$ cat config.mk
export PLATFORM = sky130hd
export DESIGN_NAME = prog_loader
export DESIGN_NICKNAME = d
export VERILOG_FILES = /design/src/rtl/prog_loader.sv
export SDC_FILE = /design/constraint.sdc
export NUM_CORES = 1
export LEC_CHECK = 0
export ABC_CLOCK_PERIOD_IN_PS = 3300
export CORE_UTILIZATION = 52
export DETAILED_ROUTE_END_ITERATION = 7
export PLACE_DENSITY_LB_ADDON = 0.1
export SLEW_MARGIN = 10
export SYNTH_ARGS = -nofsm -noshare
export SYNTH_HDL_FRONTEND = slang
export SYNTH_SLANG_ARGS = --single-unit
$ cat constraint.sdc
create_clock -name CLK -period 3.3 [get_ports CLK]
set_clock_uncertainty 0.2 [all_clocks]
set_input_delay 0.99 -clock CLK [delete_from_list [all_inputs] [get_ports CLK]]
set_output_delay 0.99 -clock CLK [all_outputs]
set_load 0.02 [all_outputs]
$ cat src/rtl/prog_loader.sv
`default_nettype none
// +--------------------------------------------------------------------------+
// | Module      : prog_loader                                                |
// | Description : Host-side program loader for the core. Streams instruction |
// |               words into instruction RAM from a base address, pulses the |
// |               core Start, counts run cycles until Halt and reports Done, |
// |               Cycle_Count and a sticky Error (overflow or timeout).      |
// | Ports       : CLK, Reset_n (async, active low)                           |
// |               Cmd_Go/Base_Addr      - begin a load at a base address     |
// |               In_Valid/In_Ready/In_Word/In_Last - word stream handshake  |
// |               Wr_En/Wr_Addr/Wr_Data - instruction RAM write port         |
// |               Start/Start_Addr/Halt - core start/finish interface        |
// |               Busy/Done/Error/Cycle_Count - status to the host           |
// | Revision    : 1.0 - initial release                                      |
// +--------------------------------------------------------------------------+
module prog_loader #(
  parameter int ADDR_W       = 8,
  parameter int INSTR_W      = 9,
  parameter int START_CYCLES = 2,
  parameter int CNT_W        = 16,
  parameter int MAX_CYCLES   = 0
) (
  input  logic               CLK,
  input  logic               Reset_n,
  input  logic               Cmd_Go,
  input  logic [ADDR_W-1:0]  Base_Addr,
  input  logic               In_Valid,
  output logic               In_Ready,
  input  logic [INSTR_W-1:0] In_Word,
  input  logic               In_Last,
  output logic               Wr_En,
  output logic [ADDR_W-1:0]  Wr_Addr,
  output logic [INSTR_W-1:0] Wr_Data,
  output logic               Start,
  output logic [ADDR_W-1:0]  Start_Addr,
  input  logic               Halt,
  output logic               Busy,
  output logic               Done,
  output logic               Error,
  output logic [CNT_W-1:0]   Cycle_Count
);

  localparam int             c_SC_W    = (START_CYCLES > 1) ? $clog2(START_CYCLES) : 1;
  localparam logic [c_SC_W-1:0] c_SC_LAST = c_SC_W'(START_CYCLES - 1);
  localparam logic [CNT_W-1:0]  c_MAX     = CNT_W'(MAX_CYCLES);
  localparam bit             c_TO_EN   = (MAX_CYCLES != 0);

  typedef enum logic [2:0] {
    S_IDLE  = 3'd0,
    S_LOAD  = 3'd1,
    S_START = 3'd2,
    S_RUN   = 3'd3,
    S_DONE  = 3'd4
  } state_t;

  state_t              r_state;
  state_t              w_next;
  logic [ADDR_W-1:0]   r_ptr;
  logic [ADDR_W-1:0]   r_startAddr;
  logic [c_SC_W-1:0]   r_startCnt;
  logic                r_wrEn;
  logic [ADDR_W-1:0]   r_wrAddr;
  logic [INSTR_W-1:0]  r_wrData;
  logic                r_busy;
  logic                r_done;
  logic                r_error;
  logic [CNT_W-1:0]    r_cnt;

  logic w_accept;
  logic w_beat;
  logic w_overflow;
  logic w_timeout;
  logic w_runEnd;

  // In_Ready is a pure decode of the state register, so it drops with reset.
  assign w_beat     = (r_state == S_LOAD) && In_Valid;
  // A non-last word at the top address has nowhere for its successor to go.
  assign w_overflow = w_beat && !In_Last && (r_ptr == {ADDR_W{1'b1}});
  // Timeout is evaluated on the cycle the count already equals the limit;
  // Halt in that same cycle takes priority.
  assign w_timeout  = c_TO_EN && (r_cnt == c_MAX);
  assign w_runEnd   = (r_state == S_RUN) && (Halt || w_timeout);

  always_comb begin
    w_next   = r_state;
    w_accept = 1'b0;
    case (r_state)
      S_IDLE, S_DONE: begin
        if (Cmd_Go) begin
          w_next   = S_LOAD;
          w_accept = 1'b1;
        end
      end
      S_LOAD: begin
        if (w_beat && In_Last)  w_next = S_START;
        else if (w_overflow)    w_next = S_DONE;
      end
      S_START: begin
        if (r_startCnt == c_SC_LAST) w_next = S_RUN;
      end
      S_RUN: begin
        if (w_runEnd) w_next = S_DONE;
      end
      default: w_next = S_IDLE;
    endcase
  end

  always_ff @(posedge CLK or negedge Reset_n) begin
    if (!Reset_n) r_state <= S_IDLE;
    else          r_state <= w_next;
  end

  always_ff @(posedge CLK or negedge Reset_n) begin
    if (!Reset_n) begin
      r_ptr       <= '0;
      r_startAddr <= '0;
      r_startCnt  <= '0;
      r_wrEn      <= 1'b0;
      r_wrAddr    <= '0;
      r_wrData    <= '0;
      r_busy      <= 1'b0;
      r_done      <= 1'b0;
      r_error     <= 1'b0;
      r_cnt       <= '0;
    end else begin
      r_busy <= (w_next == S_LOAD) || (w_next == S_START) || (w_next == S_RUN);
      r_wrEn <= w_beat;

      if (w_accept) begin
        r_ptr       <= Base_Addr;
        r_startAddr <= Base_Addr;
      end else if (w_beat) begin
        r_wrAddr <= r_ptr;
        r_wrData <= In_Word;
        r_ptr    <= r_ptr + ADDR_W'(1);
      end

      if (r_state == S_START && r_startCnt != c_SC_LAST)
        r_startCnt <= r_startCnt + c_SC_W'(1);
      else
        r_startCnt <= '0;

      if (w_accept) begin
        r_done  <= 1'b0;
        r_error <= 1'b0;
        r_cnt   <= '0;
      end else begin
        if (w_overflow || w_runEnd) r_done <= 1'b1;
        if (w_overflow || (w_runEnd && !Halt)) r_error <= 1'b1;
        // The cycle that ends the run (Halt or timeout) is not counted.
        if (r_state == S_RUN && !w_runEnd && r_cnt != {CNT_W{1'b1}})
          r_cnt <= r_cnt + CNT_W'(1);
      end
    end
  end

  assign In_Ready    = (r_state == S_LOAD);
  assign Start       = (r_state == S_START);
  assign Start_Addr  = r_startAddr;
  assign Wr_En       = r_wrEn;
  assign Wr_Addr     = r_wrAddr;
  assign Wr_Data     = r_wrData;
  assign Busy        = r_busy;
  assign Done        = r_done;
  assign Error       = r_error;
  assign Cycle_Count = r_cnt;

endmodule
`default_nettype wire

==> results of run 1 <==
==> placed cells by master, fill, tap and decap left out, types with 3 or more instances in the layout <==
cell             instances
nand3_1                 10
nor3_1                   5
or4_1                    7
xnor2_1                  3
dfrtp_1                 57
nand2_1                 91
nand4_1                  7
and3_1                   4
a21oi_1                 14
clkdlybuf4s50_1         68
inv_1                    5
clkinv_2                 3
nand2b_1                 3
o31ai_1                  6
clkbuf_8                11
o21ai_0                 12
nor2_1                   8
or3_1                    7
mux2i_1                  6
buf_4                   10
==> worst paths after layout <==
kind / slack (ns) / start / depth (start not counted) / endpoint
max in group asynchronous: 1.73 / Reset_n / 2 / Start_Addr[5]
worst min-delay path: 0.24 / r_startCnt / 1 / r_startCnt
worst max register to register: 1.11 / Cycle_Count[0] / 6 / Cycle_Count[2]
min in group asynchronous: 0.50 / Reset_n / 1 / Wr_Data[3]
worst max-delay path: 0.26 / r_state[1] / 3 / Start
worst min register to register: 0.24 / r_startCnt / 1 / r_startCnt
==> layer usage <==
layer	global-route usage	up-vias	routed length, µm
met4	0.120	0	65
met3	0.0497	6	245
met5	0	-	0
met2	0.397	60	2810
met1	0.317	1121	2810
li1	-	1145	-
==> sequential cells by signal, summed over array words and instances, names as in the netlist <==
| register | flops |
|---|---|
| Start_Addr | 8 |
| Wr_En | 1 |
| r_state | 3 |
| r_startCnt | 1 |
| Wr_Addr | 8 |
| Wr_Data | 9 |
| Done | 1 |
| Busy | 1 |
| Cycle_Count | 16 |
| Error | 1 |
| r_ptr | 8 |
==> kinds of logic (layout without fill, tap and decap cells) <==
group,after synthesis,count (layout),synth area share
buffers and inverters,19,100,0.0280
and+or+nand+nor,156,156,0.291
xor gates and xnor gates,5,5,0.0166
DFF,57,57,0.541
muxes,6,6,0.0228
adders and majority gates,2,2,0.00949
AOI/OAI and AO/OA,40,40,0.0916
==> area by class of cell <==
cell class | count | share of cell area
Sequential cell | 57 | 0.396
Multi-Input combinational cell | 209 | 0.317
Timing Repair Buffer | 79 | 0.211
Clock buffer | 13 | 0.0441
Tap cell | 67 | 0.0232
Inverter | 5 | 0.00520
Clock inverter | 3 | 0.00416
==> synth_stat cells (all sizes together), types with 2 or more instances <==
master | n | area, µm²
a21oi | 14 | 70.1
and3 | 4 | 25.0
buf | 3 | 13.8
clkbuf | 11 | 41.3
dfrtp | 57 | 1430
ha | 2 | 25.0
inv | 5 | 18.8
mux2i | 6 | 60.1
nand2 | 91 | 342
nand2b | 3 | 18.8
nand3 | 10 | 50.1
nand3b | 2 | 15.0
nand4 | 7 | 43.8
nand4bb | 2 | 27.5
nor2 | 8 | 30.0
nor3 | 6 | 30.0
nor4 | 4 | 46.3
o21ai | 12 | 60.1
o31a | 2 | 17.5
o31ai | 6 | 45.0
or3 | 7 | 43.8
or4 | 7 | 52.6
xnor2 | 3 | 26.3
xor2 | 2 | 17.5
==> worst register-to-register path, delay by kind of cell, from the launching register on <==
family        cells  cell delay [ns]
simple gates      3             0.85
flops             1             0.41
fa+ha+maj         1             0.21
buf+inv           1             0.27
mux               1             0.18
==> stage by stage <==
step | instances | worst slack [ns]
2_1_floorplan | 285 | 0.667
3_3_place_gp | 417 | 0.166
3_5_place_dp | 417 | 0.122
4_1_cts | 433 | 0.256
5_1_grt | 433 | 0.186
6_report | 433 | 0.256
==> power by group <==
group | switching (W) | internal (W) | total (W)
clock network | 0.000258 | 0.000310 | 0.000568
logic | 0.000622 | 0.000516 | 0.00114
registers | 0.000172 | 0.000929 | 0.00110
total | 0.00105 | 0.00176 | 0.00281
==> metrics.md, run 1 <==
| Metric | Value |
|---|---|
| Status | complete, no violations |
| PnR Total Power | 0.00281 W |
| Postcts setup bufs | 0 |
| Clk_lat worst skew | 0.32 ns |
| Total die area | 0.00536 mm² |
| Cell Area, Synth | 0.00264 mm² |
| Seq cells post-synth | 57 |
| Top_reg_cell synth | dfrtp_1 |
| Max Slew Vio Count | 0 |
| Die Y | 73.2 µm |
| CP max FO | 9 |
| Max Root-Sink Buffers | 2 |
| Pleak | 1.60 nW |
| Post-synth EDFFs | 0 |
| Grt total ovfl | 0 |
| Area growth from synthesis to layout | 36.7% |
| CP max stage delay | 0.60 ns |
| Hold_buf cts | 0 |
| Final worst path period need | 3.04 ns |
| Endpoints failing hold | 0 |
| RSZ-0062 raised after global routing | no |
| Initial Util | 0.548 |
| CP Class | reg2out |
| Post-DP Area | 0.00343 mm² |
| Layout cells sized above 1 | 0.0820 |
| Reg clk slew, reported paths | 0.06 ns |
| Worst endpoint required time | 2.11 ns |
| Slowest CP cell | clkdlybuf4s50_1 |
| CTS tree | built |
| Detailed Route Iter0 Violations | 151 |
| Die W | 73.2 µm |
| Tcrit/Tclk final | 0.922 |
| Io pins | 70 |
| Worst hold slack | 0.241 ns |
| Antenna Diode Count | 0 |
| Routed wire length | 5930 µm |
| PD cells | 779 mW/mm² |
| Buffers on Ports | 69 |
| Arrival time at the worst endpoint | 1.85 ns |
| Multi-input logic area | 0.00114 mm² |
| CP cell instances | or2b_1 > nor2_1 > clkdlybuf4s50_1 |
| Worst Hold Class | reg2reg |
| Drt wl/cell | 13.7 µm |
| Slew @ Worst Pin | 0.671 ns |
| Synth warn | 0 |
| Maxcap violations | 0 |
| Post-CTS sizing | 0 |
| CTS buffer count | 9 |
| Total GRT Usage | 0.246 |
| Crit-path leading delay family | buffers and inverters |
| Fin area | 0.00361 mm² |
| CP endpoint kind | output pin |
| Post-Route Utilization | 0.749 |
| Post-synth ARST share | 1.00 |
| Largest net degree at the start of global routing | 31 |
| CTS root buf | clkbuf_8 |
| Clock sinks | 57 |
| Synth Instances | 285 |
| DR pass1 iterations | 4 |
| Startpoint types | register |
| Final TNS setup | 0 ns |
| Register Area | 0.00143 mm² |
| Syn Area/Cell | 9.25 µm² |
| Fmax | 329 MHz |
| H-tree Lvls | 3 |
| Register area share after synthesis | 0.541 |
| Drt via density | 5.39 |
| DR vias | 2332 |
| Net count, final | 386 |
| DR DRC count | 0 |
| Bufs and invs on worst path | 1 |
| Post-synth net total | 310 |
| Filler cells | 379 |
| Final setup fails | 0 |
| Yosys cell types | 39 |
| First-pass GRT wire length | 9920 µm |
| Core area | 0.00482 mm² |
| VDD IR-drop max | 0.000535 V |
| Rows | 25 |
| Relative slew slack | 0.553 |
| Final GP Congestion | 0.831 |
| Post-DP HPWL | 4180 µm |
| Initial antenna violation count | 0 |
| Antenna Nets Post-Route | 0 |
| Number of global-route vias before repair | 2246 |
(Power assumes the default switching activity.)
==> run 2, diff against run 1 <==
- CELL_PAD_IN_SITES_DETAIL_PLACEMENT: unset -> 2
- CELL_PAD_IN_SITES_GLOBAL_PLACEMENT: unset -> 2
- CORE_MARGIN: unset -> 2
- CORE_UTILIZATION: 52 -> 31
- CTS_CLUSTER_DIAMETER: unset -> 60
==> metrics.md, run 2 (synthesized netlist as in run 1, its figures left out) <==
| Metric | Value |
|---|---|
| Status | complete, no violations (unchanged) |
| Core area | 0.00822 mm² (was 0.00482 mm²) |
| Die W | 96.2 µm (was 73.2 µm) |
| Maxcap violations | 0 (unchanged) |
| Combinational Power Share | 0.403 (was 0.406) |
| Io pins | 70 (unchanged) |
| R2r endpoint | Cycle_Count[2] (unchanged) |
| Sw Ratio | 0.383 (was 0.375) |
| Post-DP HPWL | 5450 µm (was 4180 µm) |
| DR DRC count | 0 (unchanged) |
| DR vias | 2397 (was 2332) |
| Most frequent cells in the layout | nand2_1 (91), clkdlybuf4s50_1 (68), dfrtp_1 (57) (unchanged) |
| H-tree Lvls | 3 (unchanged) |
| Crit-path leading delay family | buffers and inverters (unchanged) |
| Final TNS setup | 0 ns (unchanged) |
| Clk_lat worst skew | 0.34 ns (was 0.32 ns) |
| Final GP Congestion | 0.775 (was 0.831) |
| Most common cell after layout, fill and taps aside | nand2_1 (unchanged) |
| Initial antenna violation count | 0 (unchanged) |
| Net count, final | 386 (unchanged) |
| Pleak | 1.61 nW (was 1.60 nW) |
| Drt wl/cell | 16.8 µm (was 13.7 µm) |
| Worst Hold End | r_startCnt (unchanged) |
| Buffers on Ports | 69 (unchanged) |
| Final worst path period need | 3.10 ns (was 3.04 ns) |
| Rows | 33 (was 25) |
| Hold_buf cts | 0 (unchanged) |
| Worst r2r src | Cycle_Count[0] (unchanged) |
| DR pass1 iterations | 4 (unchanged) |
| Hold Startpoint | r_startCnt (unchanged) |
| CTS buffer count | 9 (unchanged) |
| Fin area | 0.00367 mm² (was 0.00361 mm²) |
| VDD IR-drop max | 0.000337 V (was 0.000535 V) |
| Sw power | 0.00112 W (was 0.00105 W) |
| Slowest CP cell | clkdlybuf4s50_1 (unchanged) |
| RSZ-0062 raised after global routing | no (unchanged) |
| Internal power | 0.00180 W (was 0.00176 W) |
| Total GRT Usage | 0.192 (was 0.246) |
| Largest net degree at the start of global routing | 58 (was 31) |
| CTS tree | built (unchanged) |
| Post-DP Area | 0.00348 mm² (was 0.00343 mm²) |
| CP cell instances | or2b_1 > nor2_1 > clkdlybuf4s50_1 (unchanged) |
| Clock network power share | 0.217 (was 0.202) |
| Max reg flops | 16 (unchanged) |
| CTS root buf | clkbuf_8 (unchanged) |
| Post-CTS sizing | 0 (unchanged) |
| Die Y | 96.2 µm (was 73.2 µm) |
| Worst Hold Class | reg2reg (unchanged) |
| CP Class | reg2out (unchanged) |
| CP max stage delay | 0.61 ns (was 0.60 ns) |
| Antenna Diode Count | 0 (unchanged) |
| Bufs and invs on worst path | 1 (unchanged) |
| Reg clk slew, reported paths | 0.07 ns (was 0.06 ns) |
| Fmax | 323 MHz (was 329 MHz) |
| Worst Hold Depth | 1 (unchanged) |
| Endpoints failing hold | 0 (unchanged) |
| Area growth from synthesis to layout | 39.2% (was 36.7%) |
| Max Root-Sink Buffers | 2 (unchanged) |
| Layout cells sized above 1 | 0.0847 (was 0.0820) |
| Detailed Route Iter0 Violations | 53 (was 151) |
| PD cells | 795 mW/mm² (was 779 mW/mm²) |
| Flop2flop setup slack | 1.05 ns (was 1.11 ns) |
| Antenna Nets Post-Route | 0 (unchanged) |
| Max Slew Vio Count | 0 (unchanged) |
| Filler cells | 895 (was 379) |
| CP max FO | 9 (unchanged) |
| Tcrit/Tclk final | 0.939 (was 0.922) |
| CP endpoint kind | output pin (unchanged) |
| Arrival time at the worst endpoint | 1.91 ns (was 1.85 ns) |
| First-pass GRT wire length | 13500 µm (was 9920 µm) |
| Routed wire length | 7920 µm (was 5930 µm) |
| Relative slew slack | 0.495 (was 0.553) |
| Grt total ovfl | 0 (unchanged) |
| Startpoint types | register (unchanged) |
| Final setup fails | 0 (unchanged) |
| Total die area | 0.00926 mm² (was 0.00536 mm²) |
| Initial Util | 0.321 (was 0.548) |
| Worst endpoint required time | 2.11 ns (about the same) |
| Clock sinks | 57 (unchanged) |
| Slew @ Worst Pin | 0.757 ns (was 0.671 ns) |
| Postcts setup bufs | 0 (unchanged) |
| Worst Reg-to-Reg Cells | 6 (unchanged) |
| Reg power frac | 0.380 (was 0.392) |
| Number of global-route vias before repair | 2679 (was 2246) |
| Drt via density | 5.09 (was 5.39) |
-- run 2: cell types whose count changed in the layout (fill, tap and decap cells not counted) --
| cell | change |
|---|---|
| clkinv_2 | -1 |
| clkbuf_1 | -1 |
| clkbuf_8 | +2 |
-- run 2: layer usage --
layer  global-route usage  part of all wire
met2                0.329              0.51
met3               0.0603             0.047
met5                    0                 0
met4               0.0571             0.010
met1                0.231              0.43
-- run 2: how the worst max path moves through the flow --
stage | from | end | slack, ns | cells after the start
floorplan | Halt | Cycle_Count[11] | 0.67 | 5
global placement | Halt | Cycle_Count[11] | 0.12 | 5
detailed placement | Halt | Cycle_Count[11] | 0.06 | 5
CTS | r_state[1] | Start | 0.17 | 3
global route | r_state[1] | Start | 0.09 | 3
finish | r_state[1] | Start | 0.20 | 3
-- run 2: worst register-to-register path: cells and delay by family (launching register included) --
| family | cells | cell delay, ns |
|---|---|---|
| AND/OR/NAND/NOR | 3 | 0.88 |
| flip-flops | 1 | 0.43 |
| buffers and inverters | 1 | 0.28 |
| adder cells (fa/ha/maj) | 1 | 0.21 |
| multiplexers | 1 | 0.18 |
-- run 2: final cells by class --
| class | instances | area [µm²] | share of cell area |
|---|---|---|---|
| tap | 105 | 131 | 0.0358 |
| inverter | 5 | 18.8 | 0.00511 |
| timing repair buffer | 79 | 761 | 0.207 |
| multi-input combinational | 209 | 1140 | 0.311 |
| clock inverter | 2 | 10.0 | 0.00273 |
| sequential | 57 | 1430 | 0.388 |
| clock buffer | 14 | 183 | 0.0497 |
-- run 2: power groups by stage --
stage	Combinational (W)	Sequential [W]	Clock (W)
2_1_floorplan	0.000433	0.00129	0
3_3_place_gp	0.00116	0.00111	0
3_5_place_dp	0.00120	0.00112	0
4_1_cts	0.00121	0.00111	0.000657
5_1_grt	0.00131	0.00115	0.000685
6_report	0.00118	0.00111	0.000633
-- run 2: metrics by stage --
| stage | hold slack [ns] | utilization | std cells | worst slack [ns] | power, W |
|---|---|---|---|---|---|
| global route | 0.271 | 0.447 | 471 | 0.0893 | 0.00314 |
| CTS | 0.250 | 0.447 | 471 | 0.168 | 0.00298 |
| finish | 0.246 | 0.447 | 471 | 0.202 | 0.00292 |
| global placement | 0.230 | 0.423 | 455 | 0.119 | 0.00227 |
| floorplan | 0.208 | - | 285 | 0.667 | 0.00172 |
| detailed placement | 0.241 | 0.423 | 455 | 0.0571 | 0.00232 |
==> RTL edit 1 (config.mk and constraints of run 2) <==
Make the reset (`Reset_n`) synchronous in 2 clocked blocks. Comments in the files are not updated.
--- a/src/rtl/prog_loader.sv
+++ b/src/rtl/prog_loader.sv
@@ -106,10 +106,10 @@
   end
 
-  always_ff @(posedge CLK or negedge Reset_n) begin
+  always_ff @(posedge CLK) begin
     if (!Reset_n) r_state <= S_IDLE;
     else          r_state <= w_next;
   end
 
-  always_ff @(posedge CLK or negedge Reset_n) begin
+  always_ff @(posedge CLK) begin
     if (!Reset_n) begin
       r_ptr       <= '0;
Function: differs if Reset_n is asserted again (counterexample within 4 cycles, from zero or initial values and one cycle with Reset_n low); with Reset_n held inactive, the same outputs for 10 cycles.
==> RTL edit 1 against run 2 <==
Setup slack improved by 0.097 ns; sequential cell count did not move; cell area fell by 2.8%; synthesized area fell by 5.7%; via count rose by 5.5%; wire length rose by 1.1%.
Power is not compared: it rests on default switching activity, and its combinational part moved more than twofold at a synthesized area within 25%.
==> RTL edit 1: results (changes against run 2) <==
fin nets 404 (+4.7%); Main synth FF type dfxtp_1; Detail Placement HPWL 5470 um (+0.53%); via count 2530 (+5.5%); HP Start Wr_Addr[0]; status finished, final reports clean; M2 GR Usage 30.5% (-2.4 points); multi-input logic area 1250 sq um (+9.5%); Synth async-reset ratio 0% (-100 points); Synthesized Nets 327 (+5.5%); FF-to-FF Start Cycle_Count[0]; vias in the first global route 2626 (-2.0%); Total GRT Usage 19.2% (about the same); post-synth cell types 52 (+33%); sequential area share after synthesis 45.9% (-8.2 points); Cell Count, Final, Fillers Out 486 (+3.2%); R2R cell count 5 (-1); Post-Synthesis Cells 302 (+6.0%); routing usage on met3 3.79% (-2.2 points); Util after Layout 46.0% (+1.3 points); Final non-clock buffer share 21.9% (+1.1 points); largest net degree at the start of global routing 20 (-66%); Layout clock buffers 11 (-3); fraction of layout cells with a size suffix above 1 9.11% (+0.64 points); worst hold slack 0.255 ns (+0.00863 ns); CP arrival 1.81 ns (-0.10 ns); FF/Latch Area 1140 sq um (-20%); Signal buffers 81 (+2.5%); first-pass GRT wire length 13300 um (-1.4%); Placed Instance Area 3330 sq um (-4.4%); WHS Endpoint Wr_Addr[0]; die width 93.6 um (-2.8%); ranking of synthesized cells by area dfxtp_1, nand2_1, a21oi_1; Max IR drop VDD roughly 0.23 mV; routability cong. 0.766 (-1.2%); WL per Instance 16.5 um (-2.0%); Multi-In Gates 223 (+6.7%); M1 GR Usage 26.5% (+3.4 points); initial drt markers 85 (+60%); top cells by count, synth nand2_1, dfxtp_1, a21oi_1; Pre-Repair DR Iteration Count 6 (+2); worst-margin pin slew 0.716 ns (-0.0410 ns); ClkCell Share 6.83% (+1.6 points); worst slack, placed 0.209 ns (+0.152 ns); inverters 7 (+2)
RTL edit 1: cell types whose count changed in the layout (fill, tap and decap cells not counted), moves of 4 or more:
cell and change:
o21ai_0 +5, a21oi_1 +30, dfxtp_1 +57, and4_1 +4, or4_1 -4, nand2_1 -27
mux2i_1 -5, dfrtp_1 -57
RTL edit 1: cell families after synthesis:
logic type | Yosys count | synth area share [%]
buffers and inverters | 22 | 3.77
XOR/XNOR | 4 | 1.41
flip-flops | 57 | 45.9
AND/OR/NAND/NOR | 135 | 28.7
AO/OA/AOI/OAI | 80 | 18.3
multiplexers | 2 | 0.856
adder cells (fa/ha/maj) | 2 | 1.01
RTL edit 1: routing by layer:
metal  vias up  wire length (um)  share of wire (%)
met1      1236              3920                 49
met3         6               269                3.4
met5         -                 0                  0
met2        48              3750                 47
li1       1240                 -                  -
met4         0                69               0.86
RTL edit 1: worst max-delay path, stage by stage (launching register included):
cell             delay [ns]
dfxtp_1                0.48
or2b_1                 0.30
nor2_1                 0.11
clkdlybuf4s50_1        0.61
==> RTL edit 2 (settings of run 2) <==
Made on the original files. The parameter `ADDR_W` goes from 8 to 7.
--- a/src/rtl/prog_loader.sv
+++ b/src/rtl/prog_loader.sv
@@ -15,5 +15,5 @@
 // +--------------------------------------------------------------------------+
 module prog_loader #(
-  parameter int ADDR_W       = 8,
+  parameter int ADDR_W       = 7,
   parameter int INSTR_W      = 9,
   parameter int START_CYCLES = 2,
Interface: changed (resized Base_Addr, Start_Addr and Wr_Addr); port bits go from 70 to 67. The function was not compared with the original's and may differ.
==> RTL edit 2 against run 2 <==
Wire length fell by 8.5%; cell area is 6.7% lower; sequential share of layout area grew 0.59 points; critical path type unchanged; setup slack improved by 0.073 ns; synthesized area is 6.0% lower; worst hold slack lost 0.0047 ns; synthesized cell count shrank 7.4%; sequential cell count down 3; power decreased by 6.7%.
==> RTL edit 2: results (changes against run 2) <==
I/O Buffers 66 (-4.3%); fraction of layout cells with a size suffix above 1 6.27% (-2.2 points); number of CTS-inserted buffers 5 (-4); Clock transition at path regs 0.10 ns (+0.03 ns); Detail Placement HPWL 5230 um (-3.9%); CP arrival 1.84 ns (-0.07 ns); initial drt markers 56 (+5.7%); Clock Latency Late Sink 0.31 ns (-0.03 ns); crit path max fanout 10 (+1); Crit path max-delay family buffers and inverters; net switching power figure 0.00102 W (-8.6%); Clock group 0.000547 W (-14%); ranking of synthesized cells by area dfrtp_1, nand2_1, mux2i_1; post-CTS setup buffer count 0 (unchanged); fin nets 358 (-7.3%); Max clock buf depth 2 (unchanged); status finished, final reports clean; initial antenna violation count 0 (unchanged); clock root cell clkbuf_8; slowest stage cell on the critical path clkdlybuf4s50_1; Main power group combinational logic; CTS H-Tree Depth 2 (-1); via count 2238 (-6.6%); post_cts resized 0 (unchanged); Fillers 861 (-3.8%); Synth async-reset ratio 100% (unchanged); Ys Warns 0 (unchanged); Pre-Repair DR Iteration Count 4 (unchanged); top cells by count, synth nand2_1, dfrtp_1, nand3_1; combinational share of power 40.8% (+0.5 points); sequential area share after synthesis 54.5% (+0.41 points); first-pass GRT wire length 12500 um (-7.4%); Total GRT Usage 18.0% (-1.3 points); Main synth FF type dfrtp_1; Worst Hold Class reg -> reg; worst-margin pin slew 0.669 ns (-0.0876 ns); max incr delay on CP 0.65 ns (+0.04 ns); Max IR drop VDD 0.346 mV (+2.6%); max reg flops 16 (unchanged); vias in the first global route 2442 (-8.8%); final WL 7250 um (-8.5%); post-synth cell types 43 (+10%); routability cong. 0.783 (+1.0%); Synthesized Nets 288 (-7.1%); Int Pwr 0.00170 W (-5.4%); largest net degree at the start of global routing 29 (-50%); number of diodes 0 (unchanged); Static Leak 1.49 nW (-7.5%)
RTL edit 2: area by class of cell:
class | instances | share of cell area [%]
timing repair buffer | 74 | 21.2
multi-input combinational | 193 | 30.8
inverter | 6 | 0.657
sequential | 54 | 39.4
clock inverter | 2 | 1.75
clock buffer | 6 | 2.41
tap | 102 | 3.72
RTL edit 2: through the flow:
step                setup slack, ns  utilization, %  hold WS, ns  cell area, sq um  instances
floorplan                     0.690               -        0.208              2480        264
global placement             0.0783            42.5        0.222              3280        429
detailed placement           0.0467            42.5        0.238              3280        429
CTS                           0.249            44.3        0.252              3430        437
global route                  0.109            44.3        0.303              3430        437
finish                        0.274            44.3        0.242              3430        437
RTL edit 2: worst paths after layout:
check,slack [ns],cells past startpoint,endpoint,start
setup / recovery,0.27,2,In_Ready,r_state[0]
hold / removal,0.24,1,r_startCnt,r_startCnt
setup reg to reg,1.00,4,Cycle_Count[13],r_state[0]
hold reg to reg,0.24,1,r_startCnt,r_startCnt
max in group asynchronous,1.81,2,r_ptr[6],Reset_n
min in group asynchronous,0.50,1,Busy,Reset_n
RTL edit 2: logic make-up (layout without fill, tap and decap cells):
family / Yosys count / in the layout / synth area share (%)
xor gates and xnor gates: 4 / 4 / 1.41
adders and majority gates: 2 / 2 / 1.01
DFF: 54 / 54 / 54.5
muxes: 5 / 5 / 2.02
buffers and inverters: 17 / 88 / 2.98
AOI/OAI and AO/OA: 36 / 36 / 9.89
and+or+nand+nor: 146 / 146 / 28.2
RTL edit 2: layer usage:
layer	wire, um	share of wire [%]	GRT usage [%]	vias up
met5	0	0	0	-
met4	63	0.87	3.68	0
met3	223	3.1	3.06	6
met2	3550	49	29.6	43
met1	3410	47	24.9	1134
li1	-	-	-	1055
